--- src/rtl/reg_bus_sequencer.sv ---
// reg_bus_sequencer: writer-side controller for the register-bank bus.
// Accepts one transfer request, enables two source registers onto the A/B
// buses, captures the operands for the ALU, waits (bounded) for the result
// and writes it back over the C bus with a one-hot load strobe.
//
// Ports:
//   clk, reset          rising-edge clock, asynchronous active-high reset
//   req_valid/req_ready request handshake; ready only in IDLE
//   req_src_a/_b/_dst   register indices, latched at acceptance
//   req_wb              1 = write result back, 0 = discard
//   rd_en_a/rd_en_b     one-hot bank read enables (READ and CAPTURE only)
//   bus_a_in/bus_b_in   bank output data
//   alu_a/alu_b         captured operands, held until the next capture
//   alu_start           one-cycle start pulse (first EXEC cycle)
//   alu_done/alu_result ALU completion and data
//   write_c/bus_c       one-hot load strobe (WRITE only) and C bus data
//   done/err            one-cycle completion pulse, error in the same cycle
//   busy                high in every state except IDLE
module reg_bus_sequencer #(
  parameter int unsigned NREG    = 8,
  parameter int unsigned W       = 16,
  parameter int unsigned IDW     = 3,
  parameter int unsigned TIMEOUT = 15
) (
  input  logic            clk,
  input  logic            reset,
  input  logic            req_valid,
  output logic            req_ready,
  input  logic [IDW-1:0]  req_src_a,
  input  logic [IDW-1:0]  req_src_b,
  input  logic [IDW-1:0]  req_dst,
  input  logic            req_wb,
  output logic [NREG-1:0] rd_en_a,
  output logic [NREG-1:0] rd_en_b,
  input  logic [W-1:0]    bus_a_in,
  input  logic [W-1:0]    bus_b_in,
  output logic [W-1:0]    alu_a,
  output logic [W-1:0]    alu_b,
  output logic            alu_start,
  input  logic            alu_done,
  input  logic [W-1:0]    alu_result,
  output logic [NREG-1:0] write_c,
  output logic [W-1:0]    bus_c,
  output logic            done,
  output logic            err,
  output logic            busy
);

  typedef enum logic [2:0] {StIdle, StRead, StCapture, StExec, StWrite, StDone} state_e;

  state_e         state_q;
  logic [IDW-1:0] src_a_q, src_b_q, dst_q;
  logic           wb_q;
  logic           bad_idx_q;
  logic [7:0]     cnt_q;

  function automatic logic in_range(input logic [IDW-1:0] idx);
    return int'(idx) < int'(NREG);
  endfunction

  // Out-of-range indices decode to an all-zero vector.
  function automatic logic [NREG-1:0] one_hot(input logic [IDW-1:0] idx);
    logic [NREG-1:0] oh;
    oh = '0;
    for (int i = 0; i < int'(NREG); i++) begin
      if (int'(idx) == i) oh[i] = 1'b1;
    end
    return oh;
  endfunction

  always_ff @(posedge clk or posedge reset) begin
    if (reset) begin
      state_q   <= StIdle;
      src_a_q   <= '0;
      src_b_q   <= '0;
      dst_q     <= '0;
      wb_q      <= 1'b0;
      bad_idx_q <= 1'b0;
      cnt_q     <= '0;
      req_ready <= 1'b1;
      rd_en_a   <= '0;
      rd_en_b   <= '0;
      alu_a     <= '0;
      alu_b     <= '0;
      alu_start <= 1'b0;
      write_c   <= '0;
      bus_c     <= '0;
      done      <= 1'b0;
      err       <= 1'b0;
      busy      <= 1'b0;
    end else begin
      unique case (state_q)
        StIdle: begin
          if (req_valid) begin
            src_a_q   <= req_src_a;
            src_b_q   <= req_src_b;
            dst_q     <= req_dst;
            wb_q      <= req_wb;
            bad_idx_q <= !(in_range(req_src_a) && in_range(req_src_b) && in_range(req_dst));
            // Enables are registered here so they are live for the whole READ cycle.
            rd_en_a   <= one_hot(req_src_a);
            rd_en_b   <= one_hot(req_src_b);
            req_ready <= 1'b0;
            busy      <= 1'b1;
            state_q   <= StRead;
          end
        end
        StRead: state_q <= StCapture;
        StCapture: begin
          alu_a     <= in_range(src_a_q) ? bus_a_in : '0;
          alu_b     <= in_range(src_b_q) ? bus_b_in : '0;
          rd_en_a   <= '0;
          rd_en_b   <= '0;
          alu_start <= 1'b1;
          cnt_q     <= '0;
          state_q   <= StExec;
        end
        StExec: begin
          if (alu_start) begin
            // alu_done during the start cycle is deliberately ignored.
            alu_start <= 1'b0;
            cnt_q     <= 8'd1;
          end else if (alu_done) begin
            bus_c <= alu_result;
            if (wb_q) begin
              write_c <= one_hot(dst_q);
              state_q <= StWrite;
            end else begin
              done    <= 1'b1;
              err     <= bad_idx_q;
              state_q <= StDone;
            end
          end else if (cnt_q == 8'(TIMEOUT)) begin
            done    <= 1'b1;
            err     <= 1'b1;
            state_q <= StDone;
          end else begin
            cnt_q <= cnt_q + 8'd1;
          end
        end
        StWrite: begin
          write_c <= '0;
          done    <= 1'b1;
          err     <= bad_idx_q;
          state_q <= StDone;
        end
        StDone: begin
          done      <= 1'b0;
          err       <= 1'b0;
          req_ready <= 1'b1;
          busy      <= 1'b0;
          state_q   <= StIdle;
        end
        default: state_q <= StIdle;
      endcase
    end
  end

endmodule

--- config.mk ---
export PLATFORM = sky130hd
export DESIGN_NAME = reg_bus_sequencer
export DESIGN_NICKNAME = d
export VERILOG_FILES = /design/src/rtl/reg_bus_sequencer.sv
export SDC_FILE = /design/constraint.sdc
export NUM_CORES = 1
export LEC_CHECK = 0
export CAP_MARGIN = 30
export CORE_UTILIZATION = 40
export CTS_BUF_LIST = sky130_fd_sc_hd__clkbuf_8
export DETAILED_ROUTE_END_ITERATION = 10
export PLACE_DENSITY = 0.73
export SYNTH_ARGS = -nofsm -noshare
export SYNTH_HDL_FRONTEND = slang
export SYNTH_SLANG_ARGS = --single-unit
--- constraint.sdc ---
create_clock -name clk -period 3.44 [get_ports clk]
set_input_delay 0.688 -clock clk [delete_from_list [all_inputs] [get_ports clk]]
set_output_delay 0.688 -clock clk [all_outputs]
set_load 0.01 [all_outputs]
==> impl_metrics.ini, run 1 <==
[sta]
period_minus_slack_ps = 2370
tightest_slew_ps = 955
clock.fmax_mhz = 422
skew_ps = 12.6
slew_viol_final = 0
finalSetupTns_ps = 0
slew_headroom_pct = 36.0
hold_violations = 0
finalSetupViolCount = 0
grt_setup_unrepaired = no
period_share_pct = 68.9
setup_ws_ps = 1070

[pwr]
seqPwrFrac_pct = 39.7
power_frac_clock_pct = 14.9
peakVddDrop_mv = 0.390
powerDensity_nw_per_um2 = 820
p_int_mw = 2.99
power.switching_mw = 1.59
p_leak_nw = 2.35
sw_frac_of_total_pct = 34.7
comb_power_share_pct = 45.3

[clock_network]
cts-hold-fix-buffers = 0
clk_pin_slew_ps = 100
cts-root-buf = clkbuf_8
numCtsBuffers = 9
postCtsSetupBuffers = 0
post_cts_resized = 0
cts_tree = built
h-tree-depth = 3
cts_sinks = 92
clockBufferDepth = 2
clock_latency_ps = 350

[min_path]
worstHoldPathType = reg -> reg
whs_endpoint = cnt_q[7]
min_from = cnt_q[7]
hold_depth = 1

[finish]
drive_above_1_share_pct = 17.5
nets = 521
regArea_sq_um = 2300
fillers = 786
instances_no_fill = 592
area_growth_pct = 43.1
mostFrequentLayoutCells = clkdlybuf4s50_1 (138), dfrtp_1 (91), mux2_2 (48), nand2_1 (40), o21ai_0 (11)
diodes = 0
final_common_cell = clkdlybuf4s50_1
multi_input_area_sq_um = 1510

[logic_synthesis]
syn_avg_cell_area_sq_um = 12.3
synth.distinct_cells = 50
ys_seq_elements = 92
synth-compound-area-share_pct = 9.62
yosys_warnings = 0
syn_area_sq_um = 3900
synth-simple-area-share_pct = 14.6
synthCells = 318
synth_top_family_by_area = simple AND/OR/NAND/NOR gates
yosys.area.top_type = dfrtp_1
synth-xor-area-share_pct = 0
ys_top_cells_by_area = dfrtp_1 (58%), mux2_2 (14%), nand2_1 (3.8%)
synth.area.mux_share_pct = 13.8
yosysSeqAreaShare_pct = 59.0
synth_top_area_share_pct = 58.3
synth.net_count = 381
synth_fa_ha_area_share_pct = 0.321

[grt]
grt_first_pass_wirelength_mm = 14.7
grt-ovfl-total = 0
busiest_layer = met2
use_met2_pct = 30.3
use_met3_pct = 5.13
grt_pass1_vias = 3051
grt_use_met1_pct = 24.0
antenna_found_initial = 0
track_usage_pct = 18.7
grt_start_max_net_pins = 46

[critical_path]
crit_fanout = 26
worst-setup-path-type = reg -> reg
rrSetupSlack_ps = 1070
rr_startpoint = state_q[1]
r2r-end = alu_b[4]
r2r_cells = 4
cp-start-kind = flip-flop
arrival_ps = 2610
cp.required_ps = 3680
cp-end-kind = flip-flop

[die]
rows = 35
io_pins = 139
die_w_microns = 101
die-area_sq_um = 10200
start_util_pct = 41.9
die_h_microns = 101
design.core.area_sq_um = 9330

[route]
drtIter0Drc = 77
drt-vias-per-instance = 5.11
antenna_left = 0
first_pass_iters = 4
vias = 3028
wire_per_inst_microns = 15.6
drc = 0
wl_mm = 9.24

[placed_design]
place_hpwl_mm = 6.69
place_ws_ps = 808
io_buffer_count = 138
gp_congestion = 0.822
post-place-cells = 576

[outcome]
status = finished, final reports clean

[job]
drv_cap = 0
-- sequential cells by signal (all words and copies together) (netlist names), 3 cells and up --
signal	count
write_c	8
rd_en_b	8
cnt_q	8
alu_a	16
dst_q	3
alu_b	16
bus_c	16
state_q	3
rd_en_a	8
-- final cells by class --
type	count	area share, %
Inverter	4	0.291
Sequential cell	92	41.2
Clock inverter	7	1.05
Tap cell	129	2.89
Timing Repair Buffer	143	25.4
Clock buffer	9	2.22
Multi-Input combinational cell	208	26.9
-- layer usage --
| metal | part of all wire (%) | vias up |
|---|---|---|
| met5 | 0 | - |
| met4 | 1.2 | 0 |
| met3 | 6.8 | 8 |
| met2 | 50 | 100 |
| met1 | 42 | 1492 |
| li1 | - | 1428 |
-- critical path, stage by stage (launching register included) --
cell and delay [ps]:
dfrtp_1 640, nand2b_1 350, nor2_4 460, buf_4 410, mux2_2 380
-- power groups by stage --
stage	Sequential, mW	Combinational, mW	Clock [mW]
after floorplan	1.93	0.969	0
after CTS	1.82	2.11	0.710
after global placement	1.81	2.06	0
after global routing	1.88	2.25	0.761
final	1.82	2.08	0.684
after detailed placement	1.84	2.10	0
-- per-stage QoR --
| stage | area, sq um | hold slack [ps] | utilization, % | total power [mW] |
|---|---|---|---|---|
| global placement | 5410 | 469 | 57.9 | 3.87 |
| detailed placement | 5410 | 472 | 57.9 | 3.94 |
| CTS | 5590 | 496 | 59.9 | 4.64 |
| floorplan | 3900 | 438 | - | 2.90 |
| global route | 5590 | 513 | 59.9 | 4.88 |
| finish | 5590 | 492 | 59.9 | 4.58 |
-- worst max path at each step --
stage	startpoint	endpoint	slack, ps
detailed placement	req_valid	rd_en_b[4]	810
global route	state_q[1]	alu_a[2]	940
floorplan	reset	alu_a[0]	360
finish	state_q[1]	alu_b[4]	1070
CTS	state_q[1]	alu_b[4]	1100
global placement	req_valid	rd_en_b[4]	840
-- cell families after synthesis --
| group | after synthesis |
|---|---|
| DFF | 92 |
| muxes | 48 |
| buffers and inverters | 18 |
| and+or+nand+nor | 104 |
| AOI/OAI and AO/OA | 55 |
| adders and majority gates | 1 |
-- cells in the mapped netlist, drive strengths merged --
cell type / instances
o2bb2ai: 4
and4bb: 1
o221ai: 1
ha: 1
nand4b: 1
and3: 1
a311oi: 1
nor4: 3
a221oi: 1
nor2b: 3
and2b: 1
a32o: 4
o2bb2a: 1
o31ai: 4
and2: 2
a31oi: 3
dfrtp: 91
nand3: 9
or4: 3
nor3b: 1
or4b: 1
o41ai: 3
clkbuf: 3
mux2: 48
nor4b: 2
or3: 1
o21ai: 14
dfstp: 1
buf: 11
o211ai: 1
and4b: 1
nor3: 6
nand3b: 5
nand2b: 9
a21oi: 11
inv: 4
nand2: 42
nor2: 11
a21o: 7
and3b: 1
No activity file was read; power rests on OpenSTA's default activity.
==> run 2, diff against run 1 <==
Clock period 3.44 ns to 2.25 ns, I/O delays scaled along.
==> impl_metrics.ini, run 2 (synthesis gave the netlist of run 1 again) <==
[finish]
drive_above_1_share_pct = 17.9
multi_input_area_sq_um = 1510
regArea_sq_um = 2300
fillers = 776
area_growth_pct = 46.3
largestRegisters = alu_a x16, alu_b x16, bus_c x16
mostFrequentLayoutCells = clkdlybuf4s50_1 (138), dfrtp_1 (91), mux2_2 (48), nand2_1 (40), o21ai_0 (11)
final_common_cell = clkdlybuf4s50_1
nets = 527
diodes = 0

[route]
wire_per_inst_microns = 15.3
first_pass_iters = 4
drtIter0Drc = 65
antenna_left = 0
drc = 0
wl_mm = 9.16
drt-vias-per-instance = 5.05
vias = 3020

[die]
start_util_pct = 41.9
die_h_microns = 101
io_pins = 139
die_w_microns = 101
die-area_sq_um = 10200
design.core.area_sq_um = 9330
rows = 35

[clock_network]
postCtsSetupBuffers = 0
numCtsBuffers = 9
cts-root-buf = clkbuf_8
cts_sinks = 92
cts_tree = built
clockBufferDepth = 2
h-tree-depth = 3
cts-hold-fix-buffers = 0
clk_pin_slew_ps = 90
clock_latency_ps = 350
post_cts_resized = 0

[placed_design]
gp_congestion = 0.874
io_buffer_count = 138
place_hpwl_mm = 6.65

[grt]
grt_pass1_vias = 3078
grt_first_pass_wirelength_mm = 14.9
grt-ovfl-total = 0
antenna_found_initial = 0
grt_start_max_net_pins = 58
track_usage_pct = 18.7

[pwr]
peakVddDrop_mv = 0.655
p_leak_nw = 2.42
powerDensity_nw_per_um2 = 1280

[sta]
clock.fmax_mhz = 536
period_share_pct = 82.9
tightest_slew_ps = 441
slew_viol_final = 0
hold_ws_ps = 478
skew_ps = 14.4
finalSetupTns_ps = 0
slew_headroom_pct = 70.6
hold_violations = 0
finalSetupViolCount = 0
period_minus_slack_ps = 1870
grt_setup_unrepaired = no

[outcome]
status = finished, final reports clean

[job]
drv_cap = 0

[critical_path]
cp-start-kind = flip-flop
path_delay_family = buffers and inverters
crit_fanout = 8
crit_chain = clkdlybuf4s50_1
arrival_ps = 1420
critPathSlowestCell = clkdlybuf4s50_1
cp_num_buf_inv = 1
cp.required_ps = 1800
cp-end-kind = output pin
rrSetupSlack_ps = 420
critical-path-max-stage-delay_ps = 580
worst-setup-path-type = reg -> out

[min_path]
worstHoldPathType = reg -> reg
-- run 2: report_power, final --
| part | total (mW) | internal [mW] | switching (mW) |
|---|---|---|---|
| sequential | 2.74 | 2.31 | 0.431 |
| combinational | 3.27 | 1.92 | 1.35 |
| clock | 1.30 | 0.728 | 0.570 |
-- run 2: area by class of cell --
class	instances	area share (%)
clock inverter	7	1.91
tap	129	2.83
clock buffer	9	2.17
multi-input combinational	208	26.4
inverter	4	0.329
sequential	92	40.3
timing repair buffer	149	26.1
-- run 2: path summary, 6_finish.rpt --
| check | end | start | cells after the start |
|---|---|---|---|
| max | alu_start | alu_start | 1 |
| min | cnt_q[7] | cnt_q[7] | 1 |
| max reg2reg | rd_en_b[7] | state_q[2] | 5 |
| min reg2reg | cnt_q[7] | cnt_q[7] | 1 |
| max in group asynchronous | bus_c[14] | reset | 3 |
| min in group asynchronous | cnt_q[0] | reset | 3 |
-- run 2: stage by stage --
| step | instances | util, % | cell area [sq um] | worst slack, ps | power (mW) |
|---|---|---|---|---|---|
| 2_1_floorplan | 318 | - | 3910 | 636 | 4.44 |
| 4_1_cts | 598 | 61.2 | 5710 | 366 | 7.40 |
| 5_1_grt | 598 | 61.2 | 5710 | 296 | 7.76 |
| 3_5_place_dp | 582 | 58.7 | 5480 | 142 | 6.08 |
| 3_3_place_gp | 582 | 58.7 | 5480 | 186 | 6.00 |
| 6_report | 598 | 61.2 | 5710 | 384 | 7.31 |
-- run 2: metal layers --
metal | part of all wire [%] | wire length, microns | GRT usage (%)
met3 | 6.5 | 597 | 4.51
met4 | 1.5 | 138 | 7.36
met1 | 43 | 3960 | 24.0
met2 | 49 | 4460 | 30.7
met5 | 0 | 0 | 0
